==> src/rtl/core_defs.sv <==
// Shared definitions for the instruction-fetch path: opcodes, reset/exception
// addresses and the next-PC source encoding.
package core_defs;

    localparam logic [5:0] OP_J   = 6'h02;
    localparam logic [5:0] OP_JAL = 6'h03;
    localparam logic [5:0] OP_BEQ = 6'h04;

    localparam logic [31:0] RESET_PC   = 32'h0000_0000;
    localparam logic [31:0] EXC_VECTOR = 32'h8000_0004;
    localparam logic [31:0] NOP_WORD   = 32'h0000_0000;

    typedef enum logic [2:0] {
        NPC_SEQ,
        NPC_JMP,
        NPC_JR,
        NPC_BR,
        NPC_EXC,
        NPC_HOLD
    } npc_sel_e;

    function automatic logic [31:0] word_align(input logic [31:0] addr);
        return addr & ~32'h0000_0003;
    endfunction

    function automatic logic is_jump_op(input logic [5:0] op);
        return (op == OP_J) || (op == OP_JAL);
    endfunction

endpackage

==> src/rtl/fetch_controller_if.sv <==
// Fetch-stage bus: instruction memory port, hazard/redirect inputs and the
// IF/ID register outputs seen by the decode stage.
interface fetch_controller_if;

    logic [31:0] imem_addr;
    logic [31:0] imem_instr;
    logic        stall;
    logic        jr_valid;
    logic [31:0] jr_target;
    logic        br_taken;
    logic [31:0] br_target;
    logic        exception;
    logic [31:0] if_id_instr;
    logic [31:0] if_id_pc4;
    logic        if_id_valid;
    logic        squash_id;
    logic [31:0] epc;

    modport master (
        output imem_addr, if_id_instr, if_id_pc4, if_id_valid, squash_id, epc,
        input  imem_instr, stall, jr_valid, jr_target, br_taken, br_target, exception
    );

    modport slave (
        input  imem_addr, if_id_instr, if_id_pc4, if_id_valid, squash_id, epc,
        output imem_instr, stall, jr_valid, jr_target, br_taken, br_target, exception
    );

endinterface

==> src/rtl/npc_select.sv <==
// Combinational next-PC priority mux: exception > branch > stall > jr > jump > sequential.
module npc_select
    import core_defs::*;
#(
    parameter logic [31:0] EXC_VEC = EXC_VECTOR
) (
    input  logic [31:0] pc_i,
    input  logic [31:0] if_id_instr_i,
    input  logic [3:0]  if_id_pc4_hi_i,
    input  logic        if_id_valid_i,
    input  logic        stall_i,
    input  logic        jr_valid_i,
    input  logic [31:0] jr_target_i,
    input  logic        br_taken_i,
    input  logic [31:0] br_target_i,
    input  logic        exception_i,
    output npc_sel_e    sel_o,
    output logic [31:0] npc_o,
    output logic        bubble_o,
    output logic        squash_o
);

    logic        jmp_id;
    logic [31:0] jmp_target;

    assign jmp_id     = if_id_valid_i && is_jump_op(if_id_instr_i[31:26]);
    assign jmp_target = {if_id_pc4_hi_i, if_id_instr_i[25:0], 2'b00};

    always_comb begin
        sel_o    = NPC_SEQ;
        npc_o    = pc_i + 32'd4;
        bubble_o = 1'b0;
        squash_o = 1'b0;
        if (exception_i) begin
            sel_o    = NPC_EXC;
            npc_o    = word_align(EXC_VEC);
            bubble_o = 1'b1;
            squash_o = 1'b1;
        end else if (br_taken_i) begin
            sel_o    = NPC_BR;
            npc_o    = word_align(br_target_i);
            bubble_o = 1'b1;
            squash_o = 1'b1;
        end else if (stall_i) begin
            // Stall also masks ID-stage redirects until the hazard clears.
            sel_o    = NPC_HOLD;
            npc_o    = pc_i;
        end else if (jr_valid_i) begin
            sel_o    = NPC_JR;
            npc_o    = word_align(jr_target_i);
            bubble_o = 1'b1;
        end else if (jmp_id) begin
            sel_o    = NPC_JMP;
            npc_o    = jmp_target;
            bubble_o = 1'b1;
        end
    end

endmodule

==> src/rtl/fetch_controller.sv <==
// Instruction-fetch sequencer: PC register, IF/ID pipeline register and EPC capture.
// Next-PC choice is delegated to npc_select.
module fetch_controller #(
    parameter logic [31:0] RESET_PC   = core_defs::RESET_PC,
    parameter logic [31:0] EXC_VECTOR = core_defs::EXC_VECTOR,
    parameter logic [31:0] NOP_WORD   = core_defs::NOP_WORD
) (
    input logic                clk,
    input logic                reset,
    fetch_controller_if.master bus
);

    core_defs::npc_sel_e sel;
    logic [31:0]         npc;
    logic                bubble;
    logic                squash;

    logic [31:0] pc_q, pc_d;
    logic [31:0] instr_q, instr_d;
    logic [31:0] pc4_q, pc4_d;
    logic        valid_q, valid_d;
    logic [31:0] epc_q, epc_d;

    npc_select #(
        .EXC_VEC (EXC_VECTOR)
    ) u_npc_select (
        .pc_i           (pc_q),
        .if_id_instr_i  (instr_q),
        .if_id_pc4_hi_i (pc4_q[31:28]),
        .if_id_valid_i  (valid_q),
        .stall_i        (bus.stall),
        .jr_valid_i     (bus.jr_valid),
        .jr_target_i    (bus.jr_target),
        .br_taken_i     (bus.br_taken),
        .br_target_i    (bus.br_target),
        .exception_i    (bus.exception),
        .sel_o          (sel),
        .npc_o          (npc),
        .bubble_o       (bubble),
        .squash_o       (squash)
    );

    always_comb begin
        pc_d    = npc;
        instr_d = instr_q;
        pc4_d   = pc4_q;
        valid_d = valid_q;
        epc_d   = epc_q;
        if (sel != core_defs::NPC_HOLD) begin
            if (bubble) begin
                instr_d = NOP_WORD;
                pc4_d   = 32'd0;
                valid_d = 1'b0;
            end else begin
                instr_d = bus.imem_instr;
                pc4_d   = npc;
                valid_d = 1'b1;
            end
        end
        // Oldest squashed instruction is the one in ID if live, else the one being fetched.
        if (sel == core_defs::NPC_EXC) begin
            epc_d = valid_q ? (pc4_q - 32'd4) : pc_q;
        end
    end

    always_ff @(posedge clk or posedge reset) begin
        if (reset) begin
            pc_q    <= RESET_PC;
            instr_q <= NOP_WORD;
            pc4_q   <= 32'd0;
            valid_q <= 1'b0;
            epc_q   <= 32'd0;
        end else begin
            pc_q    <= pc_d;
            instr_q <= instr_d;
            pc4_q   <= pc4_d;
            valid_q <= valid_d;
            epc_q   <= epc_d;
        end
    end

    assign bus.imem_addr   = pc_q;
    assign bus.if_id_instr = instr_q;
    assign bus.if_id_pc4   = pc4_q;
    assign bus.if_id_valid = valid_q;
    assign bus.squash_id   = squash;
    assign bus.epc         = epc_q;

endmodule
==> src/flat_wrapper.sv <==
// flat-port wrapper written by rule: the top's interface ports become plain ports
module fetch_controller_flat 
#(
    parameter logic [31:0] RESET_PC   = core_defs::RESET_PC,
    parameter logic [31:0] EXC_VECTOR = core_defs::EXC_VECTOR,
    parameter logic [31:0] NOP_WORD   = core_defs::NOP_WORD
)
  (clk, reset, bus_imem_addr, bus_if_id_instr, bus_if_id_pc4, bus_if_id_valid, bus_squash_id, bus_epc, bus_imem_instr, bus_stall, bus_jr_valid, bus_jr_target, bus_br_taken, bus_br_target, bus_exception);
  fetch_controller_if bus_i ();
  input logic clk;
  input logic reset;
  output wire logic [$bits(bus_i.imem_addr)-1:0] bus_imem_addr;
  output wire logic [$bits(bus_i.if_id_instr)-1:0] bus_if_id_instr;
  output wire logic [$bits(bus_i.if_id_pc4)-1:0] bus_if_id_pc4;
  output wire logic [$bits(bus_i.if_id_valid)-1:0] bus_if_id_valid;
  output wire logic [$bits(bus_i.squash_id)-1:0] bus_squash_id;
  output wire logic [$bits(bus_i.epc)-1:0] bus_epc;
  input wire logic [$bits(bus_i.imem_instr)-1:0] bus_imem_instr;
  input wire logic [$bits(bus_i.stall)-1:0] bus_stall;
  input wire logic [$bits(bus_i.jr_valid)-1:0] bus_jr_valid;
  input wire logic [$bits(bus_i.jr_target)-1:0] bus_jr_target;
  input wire logic [$bits(bus_i.br_taken)-1:0] bus_br_taken;
  input wire logic [$bits(bus_i.br_target)-1:0] bus_br_target;
  input wire logic [$bits(bus_i.exception)-1:0] bus_exception;
  assign bus_imem_addr = bus_i.imem_addr;
  assign bus_if_id_instr = bus_i.if_id_instr;
  assign bus_if_id_pc4 = bus_i.if_id_pc4;
  assign bus_if_id_valid = bus_i.if_id_valid;
  assign bus_squash_id = bus_i.squash_id;
  assign bus_epc = bus_i.epc;
  assign bus_i.imem_instr = bus_imem_instr;
  assign bus_i.stall = bus_stall;
  assign bus_i.jr_valid = bus_jr_valid;
  assign bus_i.jr_target = bus_jr_target;
  assign bus_i.br_taken = bus_br_taken;
  assign bus_i.br_target = bus_br_target;
  assign bus_i.exception = bus_exception;
  fetch_controller #(.RESET_PC(RESET_PC), .EXC_VECTOR(EXC_VECTOR), .NOP_WORD(NOP_WORD)) u_core (.clk(clk), .reset(reset), .bus(bus_i));
endmodule
==> config.mk <==
export PLATFORM = sky130hd
export DESIGN_NAME = fetch_controller_flat
export DESIGN_NICKNAME = d
export VERILOG_FILES = /design/src/rtl/core_defs.sv /design/src/rtl/fetch_controller_if.sv /design/src/rtl/npc_select.sv /design/src/rtl/fetch_controller.sv /design/src/flat_wrapper.sv
export SDC_FILE = /design/constraint.sdc
export NUM_CORES = 1
export LEC_CHECK = 0
export ABC_AREA = 0
export CAP_MARGIN = 20
export CORE_MARGIN = 4
export CORE_UTILIZATION = 31
export CTS_CLUSTER_DIAMETER = 100
export DETAILED_ROUTE_END_ITERATION = 12
export DONT_BUFFER_PORTS = 1
export GPL_TIMING_DRIVEN = 0
export PLACE_DENSITY = 0.52
export SLEW_MARGIN = 20
export SYNTH_ARGS = -nofsm -noshare
export SYNTH_HDL_FRONTEND = slang
export SYNTH_SLANG_ARGS = --single-unit
==> constraint.sdc <==
create_clock -name clk -period 3.4 [get_ports clk]
set_clock_uncertainty 0.1 [all_clocks]
set_input_delay 0 -clock clk [delete_from_list [all_inputs] [get_ports clk]]
set_output_delay 0 -clock clk [all_outputs]
set_load 0.01 [all_outputs]
==> run summary <==
Status: completed
Number of synthesis warnings: 0
Core Area: 22,850 µm²
Delay-heaviest family, CP: simple AND/OR/NAND/NOR gates
Post-CTS setup buffers: 0
Largest stage delay, worst path: 680 ps
Fmax: 310.0 MHz
Initial DRC Count: 669
Mapped Cells: 791
RSZ-0062 raised after global routing: false
Drc violations: 0
Worst hold start: bus_jr_target[20]
Leakage: 3.926 nW
Pin count of the biggest net entering global routing: 35
Dpl hpwl: 25,100 µm
Slowest CP cell: or4b_2
CP arrival: 3490 ps
Cell Pwr Density: 480.0 nW/µm²
Pre-CTS setup slack: 34.11 ps
R2r worst-path depth: 6
Cell Area, Synth: 7267 µm²
R2R setup slack: 170 ps
Buf/Inv on CP: 2
Yosys reg bits: 129
TritonCTS buffer count: 17
Clock Tree Root: clkbuf_16
Die width: 161.1 µm
FF-to-FF Start: u_core.bus.if_id_instr[28]$_DFFE_PP0P_
Via count: 7,358
Initial DRT Pass Iterations: 5
Clock Tree Buf Depth: 2
Mean area per synthesized cell: 9.187 µm²
# Max-Cap Violations: 0
CP Data Required Time: 3660 ps
Slew Viols, Final: 0
DR WL/cell: 26.70 µm
Gr usage total: 0.2478
Min cycle time layout: 3225 ps
Clock slew at reported path FFs: 60 ps
Clock sink total: 129
CP max FO: 10
HP Class: input port to register
Port Buffers: 0
Synthesis-to-finish area growth: 29.48%
Syn Nets: 895
First-pass GRT wire length: 48,760 µm
Ys flop type: dfrtp_1
Die ar.: 25,950 µm²
Slew @ Worst Pin: 927.2 ps
# setup viols final: 0
Final WL: 32,980 µm
Initial Util: 0.3181
Clock Latency Late Sink: 430 ps
CP Capture Type: register
Number of global-route vias before repair: 7,259
Post-synth EDFFs: 0
Layout cells sized above 1: 0.06508
GR Overflow Total: 0
Netlist cell types: 64
Antenna diodes: 0
Sequential cell area fraction in the yosys report: 0.4442
Setup_tns: 0 ps
Hold Path Sink: u_core.bus.imem_addr[20]$_DFF_PP0_
CP Cell Sequence: or4b_2 -> clkbuf_1 -> o21ai_4 -> nor2_1 -> a211oi_1 -> dlygate4sd3_1
Filler cells: 2,357
Crit path launch type: register
Hold depth: 3
Final Hold Fails: 0
Final ANT Viol Nets: 0
H-tree Lvls: 4
Via density: 5.958
Row count: 55
Post-route clock period utilization: 0.9486
GPL Wtd Cong: 0.9196
Fin nets: 1,013
Worst Slack Setup Final: 174.7 ps
Die height: 161.1 µm
Worst relative slew slack: 0.3792
Initial antenna violation count: 0
Reg-to-reg endpoint: u_core.bus.imem_addr[9]$_DFF_PP0_
Async SR Flop Fraction: 1.000
Crit path kind: register to register
Worst vdd ir: 0.3228 mV
TritonCTS clock tree: done
IO Pins: 232
-- layout make-up --
class	instances	area, µm²	share of cell area
multi-input combinational	565	3697	0.3930
timing repair buffer	99	1056	0.1122
sequential	129	3228	0.3431
clock buffer	24	511.7	0.05439
inverter	24	93.84	0.009973
clock inverter	8	147.6	0.01569
buffer	73	282.8	0.03005
tap	313	391.6	0.04162
-- flip-flops by register name, summed over array words and instances, names as in the netlist --
name                    count
u_core.bus.epc             32
u_core.bus.if_id_instr     32
u_core.bus.if_id_pc4       32
u_core.bus.imem_addr       32
u_core.bus.if_id_valid      1
-- cells by family (layout without fill, tap and decap cells) --
| family | after synthesis | count (layout) | share of synthesized area |
|---|---|---|---|
| AO/OA/AOI/OAI | 249 | 249 | 0.2498 |
| buffers and inverters | 97 | 228 | 0.05096 |
| AND/OR/NAND/NOR | 265 | 265 | 0.1890 |
| adder cells (fa/ha/maj) | 2 | 2 | 0.003443 |
| flip-flops | 129 | 129 | 0.4442 |
| XOR/XNOR | 30 | 30 | 0.03616 |
| multiplexers | 19 | 19 | 0.02634 |
-- metrics by stage --
step | cells | util | power, mW | hold WS, ps | cell area, µm²
global placement | 1104 | 0.3354 | 2.330 | 33.12 | 7662
finish | 1235 | 0.4118 | 4.516 | 16.97 | 9409
CTS | 1234 | 0.4102 | 4.516 | 11.85 | 9371
floorplan | 791 | - | 2.130 | 27.35 | 7271
detailed placement | 1109 | 0.3404 | 2.354 | -204.7 | 7777
global route | 1235 | 0.4118 | 4.656 | 26.02 | 9409
-- worst max path at each step --
stage,from,cells past startpoint,end
2_1_floorplan,u_core.bus.if_id_pc4[2]$_DFFE_PP0P_,9,u_core.bus.epc[16]$_DFFE_PP0N_
3_3_place_gp,u_core.bus.if_id_instr[28]$_DFFE_PP0P_,6,u_core.bus.imem_addr[23]$_DFF_PP0_
3_5_place_dp,u_core.bus.if_id_instr[28]$_DFFE_PP0P_,6,u_core.bus.imem_addr[23]$_DFF_PP0_
4_1_cts,u_core.bus.if_id_valid$_DFFE_PP0P_,7,u_core.bus.imem_addr[14]$_DFF_PP0_
5_1_grt,u_core.bus.imem_addr[5]$_DFF_PP0_,7,u_core.bus.imem_addr[27]$_DFF_PP0_
6_report,u_core.bus.if_id_instr[28]$_DFFE_PP0P_,6,u_core.bus.imem_addr[9]$_DFF_PP0_
-- power by group --
part / switching, mW / internal, mW
sequential: 0.173 / 1.62
combinational: 0.374 / 0.273
clock: 0.733 / 1.34
total: 1.28 / 3.24
-- per-layer routing --
metal,track usage,vias to the layer above,part of all wire
met1,0.3242,3653,0.42
li1,-,3256,-
met3,0.08548,52,0.10
met2,0.3866,397,0.45
met4,0.08026,0,0.024
met5,0,-,0
-- tightest hold or removal path, stage by stage --
cell       delay [ps]
o21a_1            150
a221oi_1          250
a2111oi_0          90
-- placed cells by master (no fill, tap or decap), types with 19 or more instances in the layout --
cell type	count
a21oi_1	38
clkbuf_1	64
nor4_1	21
xnor2_1	19
nand3_1	28
dfrtp_1	129
a22o_1	37
o21ai_0	40
nand2_1	62
dlygate4sd3_1	94
nor2_1	55
inv_1	21
-- cell usage after synthesis, types with 4 or more instances --
cell,instances,area share
or4_1,12,0.012
a211oi_1,6,0.0062
o31ai_1,9,0.0093
mux2i_1,18,0.025
nor4_1,21,0.018
a21o_1,15,0.015
and3_1,10,0.0086
o21a_1,4,0.0041
xor2_1,11,0.013
a32o_1,5,0.0069
o22ai_1,9,0.0077
o21ai_0,40,0.028
a21oi_1,39,0.027
nor3_1,19,0.013
nand3b_1,9,0.0093
buf_1,5,0.0026
o311ai_0,5,0.0060
and4_1,4,0.0048
nand2_1,62,0.032
nor2_1,56,0.029
a221oi_1,11,0.013
dfrtp_1,129,0.44
or3_1,8,0.0069
nand2b_1,7,0.0060
o211ai_1,7,0.0072
nand3_1,28,0.019
clkbuf_1,65,0.034
nand4_1,13,0.011
a22o_1,37,0.045
a221o_1,11,0.015
a311oi_1,7,0.0084
o221ai_1,9,0.011
inv_1,22,0.011
xnor2_1,19,0.023
a22oi_1,8,0.0083
a31oi_1,6,0.0052
-- timing repair --
action / 4_1_cts / 5_1_grt
gates resized for setup: 1 / 9
endpoints found under the setup margin: 1 / 14
gates cloned: 0 / 0
hold buffers: 93 / 1
endpoints found under the hold margin: 180 / 1
Power figures use the tool's default switching activity.
